[src/rtl/ff_sig_pkg.sv]
// Shared definitions for the flip-flop signature sink: FSM state encoding
// and the Galois MISR next-state function used by the MISR register.
package ff_sig_pkg;

  typedef enum logic [1:0] {
    IDLE = 2'd0,
    RUN  = 2'd1,
    DONE = 2'd2
  } ff_sig_state_e;

  localparam int MAX_WIDTH = 32;

  // One Galois MISR step on a register of 'width' bits (held in the low bits
  // of a 32-bit word): shift left, fold the MSB back through poly, inject sin
  // with sin[0] landing on bit 0.
  function automatic logic [MAX_WIDTH-1:0] misr_next(
    input logic [MAX_WIDTH-1:0] sig,
    input logic [3:0]           sin,
    input logic [MAX_WIDTH-1:0] poly,
    input int                   width
  );
    logic [MAX_WIDTH-1:0] mask;
    logic [MAX_WIDTH-1:0] shifted;
    logic                 fb;
    mask    = (width >= MAX_WIDTH) ? {MAX_WIDTH{1'b1}}
                                   : ((32'd1 << width) - 32'd1);
    fb      = sig[5'(width - 1)];
    shifted = (sig << 1) & mask;
    misr_next = shifted ^ (fb ? (poly & mask) : '0) ^ {28'd0, sin};
  endfunction

endpackage

[src/rtl/ff_sig_misr.sv]
// WIDTH-bit multiple-input signature register with synchronous load of SEED
// and a per-cycle update enable. Also exposes the combinational next value so
// the controller can judge the final signature without waiting a cycle.
module ff_sig_misr
  import ff_sig_pkg::*;
#(
  parameter int               WIDTH = 16,
  parameter logic [WIDTH-1:0] POLY  = 16'h002D,
  parameter logic [WIDTH-1:0] SEED  = 16'hFFFF
) (
  input  logic             clk,
  input  logic             rst,
  input  logic             load,
  input  logic             en,
  input  logic [3:0]       sin,
  output logic [WIDTH-1:0] sig,
  output logic [WIDTH-1:0] sig_next
);

  logic [MAX_WIDTH-1:0] nxt_full;

  // Next MISR value for the current contents and input sample.
  always_comb begin
    nxt_full = misr_next(MAX_WIDTH'(sig), sin, MAX_WIDTH'(POLY), WIDTH);
  end

  assign sig_next = nxt_full[WIDTH-1:0];

  generate
    if (WIDTH < MAX_WIDTH) begin : g_hi
      logic unused_hi;
      assign unused_hi = ^nxt_full[MAX_WIDTH-1:WIDTH];
    end
  endgenerate

  // Signature register: reset and load both return to SEED; load wins over en.
  always_ff @(posedge clk or posedge rst) begin
    if (rst) begin
      sig <= SEED;
    end else if (load) begin
      sig <= SEED;
    end else if (en) begin
      sig <= sig_next;
    end
  end

endmodule

[src/rtl/ff_signature_sink.sv]
// Signature sink for the flop-mode pack test block. Samples {outd..outa} on
// rising clk while cen=1, folds COUNT samples into a MISR and then holds a
// stable signature with done=1.
//
// Handshake: start is level-sampled in IDLE/DONE; the cycle it is seen only
// reloads SEED and clears cnt, sampling begins the following cycle. While
// busy=1, start is ignored. done stays high until the next accepted start.
//
// Optional macro FF_SIGNATURE_SINK_GOLDEN_CHECK_EN adds a registered 'pass'
// output comparing the final signature against GOLDEN.
module ff_signature_sink
  import ff_sig_pkg::*;
#(
  parameter int               WIDTH  = 16,
  parameter logic [WIDTH-1:0] POLY   = 16'h002D,
  parameter logic [WIDTH-1:0] SEED   = 16'hFFFF,
  parameter int               COUNT  = 256,
  parameter logic [WIDTH-1:0] GOLDEN = 16'h0000,
  localparam int              CW     = $clog2(COUNT + 1)
) (
  input  logic             clk,
  input  logic             rst,
  input  logic             start,
  input  logic             cen,
  input  logic [3:0]       sin,
  output logic             busy,
  output logic             done,
  output logic [CW-1:0]    cnt,
`ifdef FF_SIGNATURE_SINK_GOLDEN_CHECK_EN
  output logic             pass,
`endif
  output logic [WIDTH-1:0] signature
);

  localparam logic [CW-1:0] COUNT_V = CW'(COUNT);

  ff_sig_state_e  state_q, state_d;
  logic [CW-1:0]  cnt_q, cnt_d, cnt_inc;
  logic           misr_load, misr_en;
  logic [WIDTH-1:0] sig_next;

  assign cnt_inc = cnt_q + CW'(1);

  // Next-state, counter and MISR control decode.
  always_comb begin
    state_d   = state_q;
    cnt_d     = cnt_q;
    misr_load = 1'b0;
    misr_en   = 1'b0;
    case (state_q)
      IDLE, DONE: begin
        if (start) begin
          state_d   = RUN;
          cnt_d     = '0;
          misr_load = 1'b1;
        end
      end
      RUN: begin
        if (cen) begin
          misr_en = 1'b1;
          cnt_d   = cnt_inc;
          if (cnt_inc == COUNT_V) begin
            state_d = DONE;
          end
        end
      end
      default: begin
        state_d = IDLE;
      end
    endcase
  end

  // State, counter and registered status flags.
  always_ff @(posedge clk or posedge rst) begin
    if (rst) begin
      state_q <= IDLE;
      cnt_q   <= '0;
      busy    <= 1'b0;
      done    <= 1'b0;
    end else begin
      state_q <= state_d;
      cnt_q   <= cnt_d;
      busy    <= (state_d == RUN);
      done    <= (state_d == DONE);
    end
  end

  assign cnt = cnt_q;

  ff_sig_misr #(
    .WIDTH (WIDTH),
    .POLY  (POLY),
    .SEED  (SEED)
  ) u_misr (
    .clk      (clk),
    .rst      (rst),
    .load     (misr_load),
    .en       (misr_en),
    .sin      (sin),
    .sig      (signature),
    .sig_next (sig_next)
  );

`ifdef FF_SIGNATURE_SINK_GOLDEN_CHECK_EN
  // Golden verdict: judged on the final update, cleared by every new run.
  always_ff @(posedge clk or posedge rst) begin
    if (rst) begin
      pass <= 1'b0;
    end else if (misr_load) begin
      pass <= 1'b0;
    end else if ((state_q == RUN) && (state_d == DONE)) begin
      pass <= (sig_next == GOLDEN);
    end
  end
`else
  logic unused_golden;
  assign unused_golden = ^GOLDEN;
`endif

endmodule

[config.mk]
export PLATFORM = sky130hd
export DESIGN_NAME = ff_signature_sink
export DESIGN_NICKNAME = d
export VERILOG_FILES = /design/src/rtl/ff_sig_pkg.sv /design/src/rtl/ff_sig_misr.sv /design/src/rtl/ff_signature_sink.sv
export SDC_FILE = /design/constraint.sdc
export NUM_CORES = 1
export LEC_CHECK = 0
export ABC_AREA = 1
export CAP_MARGIN = 15
export CORE_UTILIZATION = 40
export DETAILED_ROUTE_END_ITERATION = 8
export HOLD_SLACK_MARGIN = 0.05
export PLACE_DENSITY = 0.67
export SLEW_MARGIN = 20
export SYNTH_ARGS = -nofsm -noshare
export SYNTH_HDL_FRONTEND = slang
export SYNTH_HIERARCHICAL = 1
export SYNTH_SLANG_ARGS = --single-unit
[constraint.sdc]
create_clock -name clk -period 2.85 [get_ports clk]
set_clock_uncertainty 0.2 [all_clocks]
set_input_delay 0.285 -clock clk [delete_from_list [all_inputs] [get_ports clk]]
set_output_delay 0.285 -clock clk [all_outputs]
set_load 0.005 [all_outputs]
## After elaboration in Yosys (flattened, before gate mapping)

Cells that the tools add are included.

- Logic and storage cells: 34
- Bits of input ports: 8
- Register bits: 29

- Muxes and demuxes: 14
- Equality and inequality tests: 7
- Reductions and logical operators: 5
- $add $sub $neg: 1
- Bitwise gates (word level): 2

Operator list:

| cell | count |
|---|---|
| 2-to-1 mux 16 bit | 2 |
| 2-to-1 mux 9 bit | 2 |
| one-hot mux 9 bit (2 select lines) | 1 |
| XOR 16 bit | 1 |
| XOR 16 x 4 -> 16 bit | 1 |
| adder 9 x 1 -> 9 bit, second input constant | 1 |
| equality test 9 bit, second input constant | 1 |
| 2-to-1 mux 2 bit | 3 |
| 2-to-1 mux 6 bit | 1 |
| equality test 2 x 1 -> 1 bit, second input constant | 2 |
| equality test 2 bit, second input constant | 2 |
| 2-to-1 mux 1 bit | 4 |
| inequality test 2 bit, second input constant | 2 |
| one-hot mux 2 bit (2 select lines) | 1 |
| nonzero test 2 bit | 2 |
| AND reduction 3 bit | 1 |
| zero test 2 bit | 1 |
| OR reduction 2 bit | 1 |

## Depth between registers and ports, before layout

- Depth after elaboration: 6
- Depth in mapped cells: 10
- Gate-level depth less buffers: 10

## Hierarchy

The synthesis kept the hierarchy.

Modules (own cells, without submodules):

| module | seq. area each (um^2) | area an instance (um^2) | cells each | times used |
|---|---|---|---|---|
| ff_sig_misr | 420.4 | 837.1 | 91 | 1 |
| ff_signature_sink | 325.3 | 753.2 | 100 | 1 |

## Worst setup path before layout

Ideal clock, no wire load.

- Path type: register to register
- Start point: register cnt_q[0] (netlist: cnt[0])
- End point: register busy
- Required time: 2532 ps
- Buffers on the path: 0
- Setup slack: 1263 ps
- Period minus slack after synthesis: 1587 ps
- Setup time: 118 ps
- Arrival: 1268 ps
- Cell stages (with the launch flop): 10
- Cells stage by stage: dfrtp_1 ha_1 nand3_1 nand2_1 nand2_1 nand2_1 nor2_2 nand4_1 nand2_1 nand2_1

- Word-level cells in the longest chain between the ends: 6

Ends and longest elaborated chain:

| element | RTL line | source |
|---|---|---|
| start, declared | ff_signature_sink.sv:38 | `logic [CW-1:0] cnt_q, cnt_d, cnt_inc;` |
| start signal, assigned | ff_signature_sink.sv:82 | `cnt_q <= cnt_d;` |
| adder 9 x 1 -> 9 bit | ff_signature_sink.sv:42 | `assign cnt_inc = cnt_q + CW'(1);` |
| equality test 9 bit | ff_signature_sink.sv:62 | `if (cnt_inc == COUNT_V) begin` |
| 2-to-1 mux 2 bit | ff_signature_sink.sv:62 |  |
| 2-to-1 mux 2 bit | ff_signature_sink.sv:59 | `if (cen) begin` |
| one-hot mux 2 bit (2 select lines) | ff_signature_sink.sv:50 | `case (state_q)` |
| equality test 2 x 1 -> 1 bit | ff_signature_sink.sv:83 | `busy <= (state_d == RUN);` |
| end signal, assigned | ff_signature_sink.sv:83 |  |
| end, declared | ff_signature_sink.sv:26 | `output logic busy,` |

Every way passes these cells.
A chain may end at the register's enable or synchronous reset.

## Worst setup path in the final report

- Start point: register u_misr.sig[15]
- End point: output port signature[15]

RTL lines:

| element | RTL line | source |
|---|---|---|
| start, declared | ff_sig_misr.sv:16 | `output logic [WIDTH-1:0] sig,` |
| start signal, assigned | ff_sig_misr.sv:43 | `sig <= sig_next;` |
| end, declared | ff_signature_sink.sv:32 | `output logic [WIDTH-1:0] signature` |

No word-level cell between the ends.

==> flow_summary.json <==
{
  "drv_cap": 0,
  "grt_use_total_pct": 18.0,
  "p_clk_share_pct": 17.0,
  "fmax_ghz": 0.530,
  "drive_gt1_share_pct": 19.0,
  "power.leakage_nw": 0.926,
  "run_status": "finished, final reports clean",
  "required_ps": 2370,
  "crit_type": "reg2out",
  "crit_path_start": "u_misr/sig[15]",
  "place_congestion": 0.804,
  "r2r-end": "busy",
  "min_period_ps": 1890,
  "antenna_cells": 0,
  "synth.avg_cell_area_sq_um": 8.48,
  "cts_tree": "done",
  "ir_drop_mv": 0.593,
  "p_comb_share_pct": 44.7,
  "grt_pass1_vias": 1179,
  "rsz0062_at_grt": "no",
  "cp_cell_sequence": "clkdlybuf4s50_1",
  "antenna_left": 0,
  "swShare_pct": 36.1,
  "final_cells": 262,
  "path_clk_slew_ps": 60,
  "hold_class": "in2async",
  "cts_resized": 0,
  "fill_cells": 308,
  "crit_slowest_cell": "dfstp_2",
  "initial_core_util_pct": 43.1,
  "remaining_drc_errors": 0,
  "yosysWarningCount": 6,
  "die_w_microns": 62.9,
  "crit_fanout": 6,
  "dp.cells": 254,
  "fin_crit_sh_pct": 66.3,
  "fin_setup_tns_ps": 0,
  "startpoint_type": "flip-flop",
  "grt_first_pass_wirelength_microns": 5470,
  "p_sw_mw": 0.783,
  "synth_nets": 185,
  "post-route-util_pct": 57.3,
  "dr_wl_met2_microns": 1520,
  "rows": 21,
  "dpl.hpwl_microns": 2290,
  "cpPeakStageDelay_ps": 610,
  "setup_viol": 0,
  "antenna_found_initial": 0,
  "cts-root-buf": "clkbuf_8",
  "reg2reg_depth": 10,
  "vias_per_cell": 4.82,
  "slew_headroom_pct": 61.5,
  "io_buffers": 34,
  "maxUsedRoutingLayer": "met4",
  "postCtsSetupBuffers": 0,
  "area_growth_syn_to_layout_pct": 32.9,
  "wl_met1_microns": 1460,
  "p_per_area_nw_per_um2": 1100,
  "syn-cell-area_sq_um": 1480,
  "critPathTopFamily": "flip-flops",
  "internal-power_mw": 1.39,
  "crit_path_end_kind": "output pin",
  "critical_path_arrival_ps": 1400,
  "initialDrtViolationCount": 71,
  "coreArea_sq_um": 3440,
  "slew_viol_final": 0,
  "io_pins": 35,
  "grt_max_degree": 17,
  "postCtsHoldBufs": 0,
  "dieArea_sq_um": 3960,
  "insertion_delay_ps": 270,
  "drtPass1Iterations": 4,
  "nNetsFinal": 225,
  "grt_overflow": 0,
  "synth_cells": 175,
  "reg2reg_from": "cnt[1]",
  "finalHoldViolations": 0,
  "vias": 1264,
  "die_y_microns": 62.9,
  "route.met3.wl_microns": 133,
  "cts_num_sinks": 29,
  "wl_microns": 3170,
  "clockBufferDepth": 2,
  "tightest_slew_ps": 577,
  "htree_levels": 2,
  "power_frac_seq_pct": 38.4,
  "cts_inserted_buffers": 5,
  "wl_per_cell_microns": 12.1,
  "worst-path-buf-inv": 1,
  "ff2ff_setup_slack_ps": 1030
}
==> area by class of cell <==
| cell class | count | area [sq um] | share of cell area (%) |
|---|---|---|---|
| Sequential cell | 29 | 746 | 37.8 |
| Multi-Input combinational cell | 111 | 596 | 30.2 |
| Tap cell | 46 | 57.6 | 2.92 |
| Clock buffer | 7 | 96.3 | 4.89 |
| Inverter | 33 | 124 | 6.28 |
| Timing Repair Buffer | 35 | 348 | 17.6 |
| Clock inverter | 1 | 5.00 | 0.254 |
==> worst max path at each step <==
stage                endpoint  slack, ps  cells after the start
3_5_place_dp   u_misr/sig[14]        890                      6
5_1_grt        u_misr/sig[12]        840                      7
6_report        signature[15]        960                      1
3_3_place_gp   u_misr/sig[12]        900                      5
4_1_cts         signature[15]        940                      1
2_1_floorplan            busy       1260                      9
==> cell usage in the layout, fill, tap and decap left out <==
cell type	count
nand3_2	1
o22ai_1	2
buf_4	1
inv_2	3
clkbuf_8	7
a22oi_1	9
nand3_1	13
nand2_1	41
nor2_1	5
o21bai_2	1
nor2_2	4
nor3_1	1
xor2_1	1
nor2_4	3
inv_1	30
dfstp_2	16
ha_1	2
a21oi_1	7
o21ai_1	7
clkinv_2	1
o21ai_0	5
xnor2_1	3
clkdlybuf4s50_1	34
nand2_2	4
nand4_1	2
dfrtp_1	13
==> registers in the layout (all words and copies together), names as in the netlist <==
name and flops:
cnt 9, state_q 2, done 1, u_misr/sig 16
busy 1
==> routing by layer <==
| metal | global-route usage, % | vias up |
|---|---|---|
| met3 | 4.38 | 5 |
| met2 | 28.0 | 40 |
| li1 | - | 637 |
| met1 | 23.4 | 582 |
| met5 | 0 | - |
| met4 | 8.72 | 0 |
==> power by group through the flow <==
| stage | clock (mW) | sequential [mW] | combinational [mW] |
|---|---|---|---|
| after floorplan | 0 | 0.831 | 0.513 |
| after CTS | 0.379 | 0.835 | 0.975 |
| after detailed placement | 0 | 0.838 | 0.967 |
| after global placement | 0 | 0.833 | 0.951 |
| after global routing | 0.399 | 0.865 | 1.08 |
| final | 0.368 | 0.833 | 0.970 |
==> per-stage QoR <==
stage	worst slack (ps)	hold slack, ps	total power [mW]	area [sq um]
global placement	901	278	1.78	1870
global route	841	213	2.34	1970
floorplan	1260	-38.0	1.34	1480
finish	962	168	2.17	1970
CTS	944	186	2.19	1970
detailed placement	892	283	1.80	1870
(Power assumes the default switching activity.)
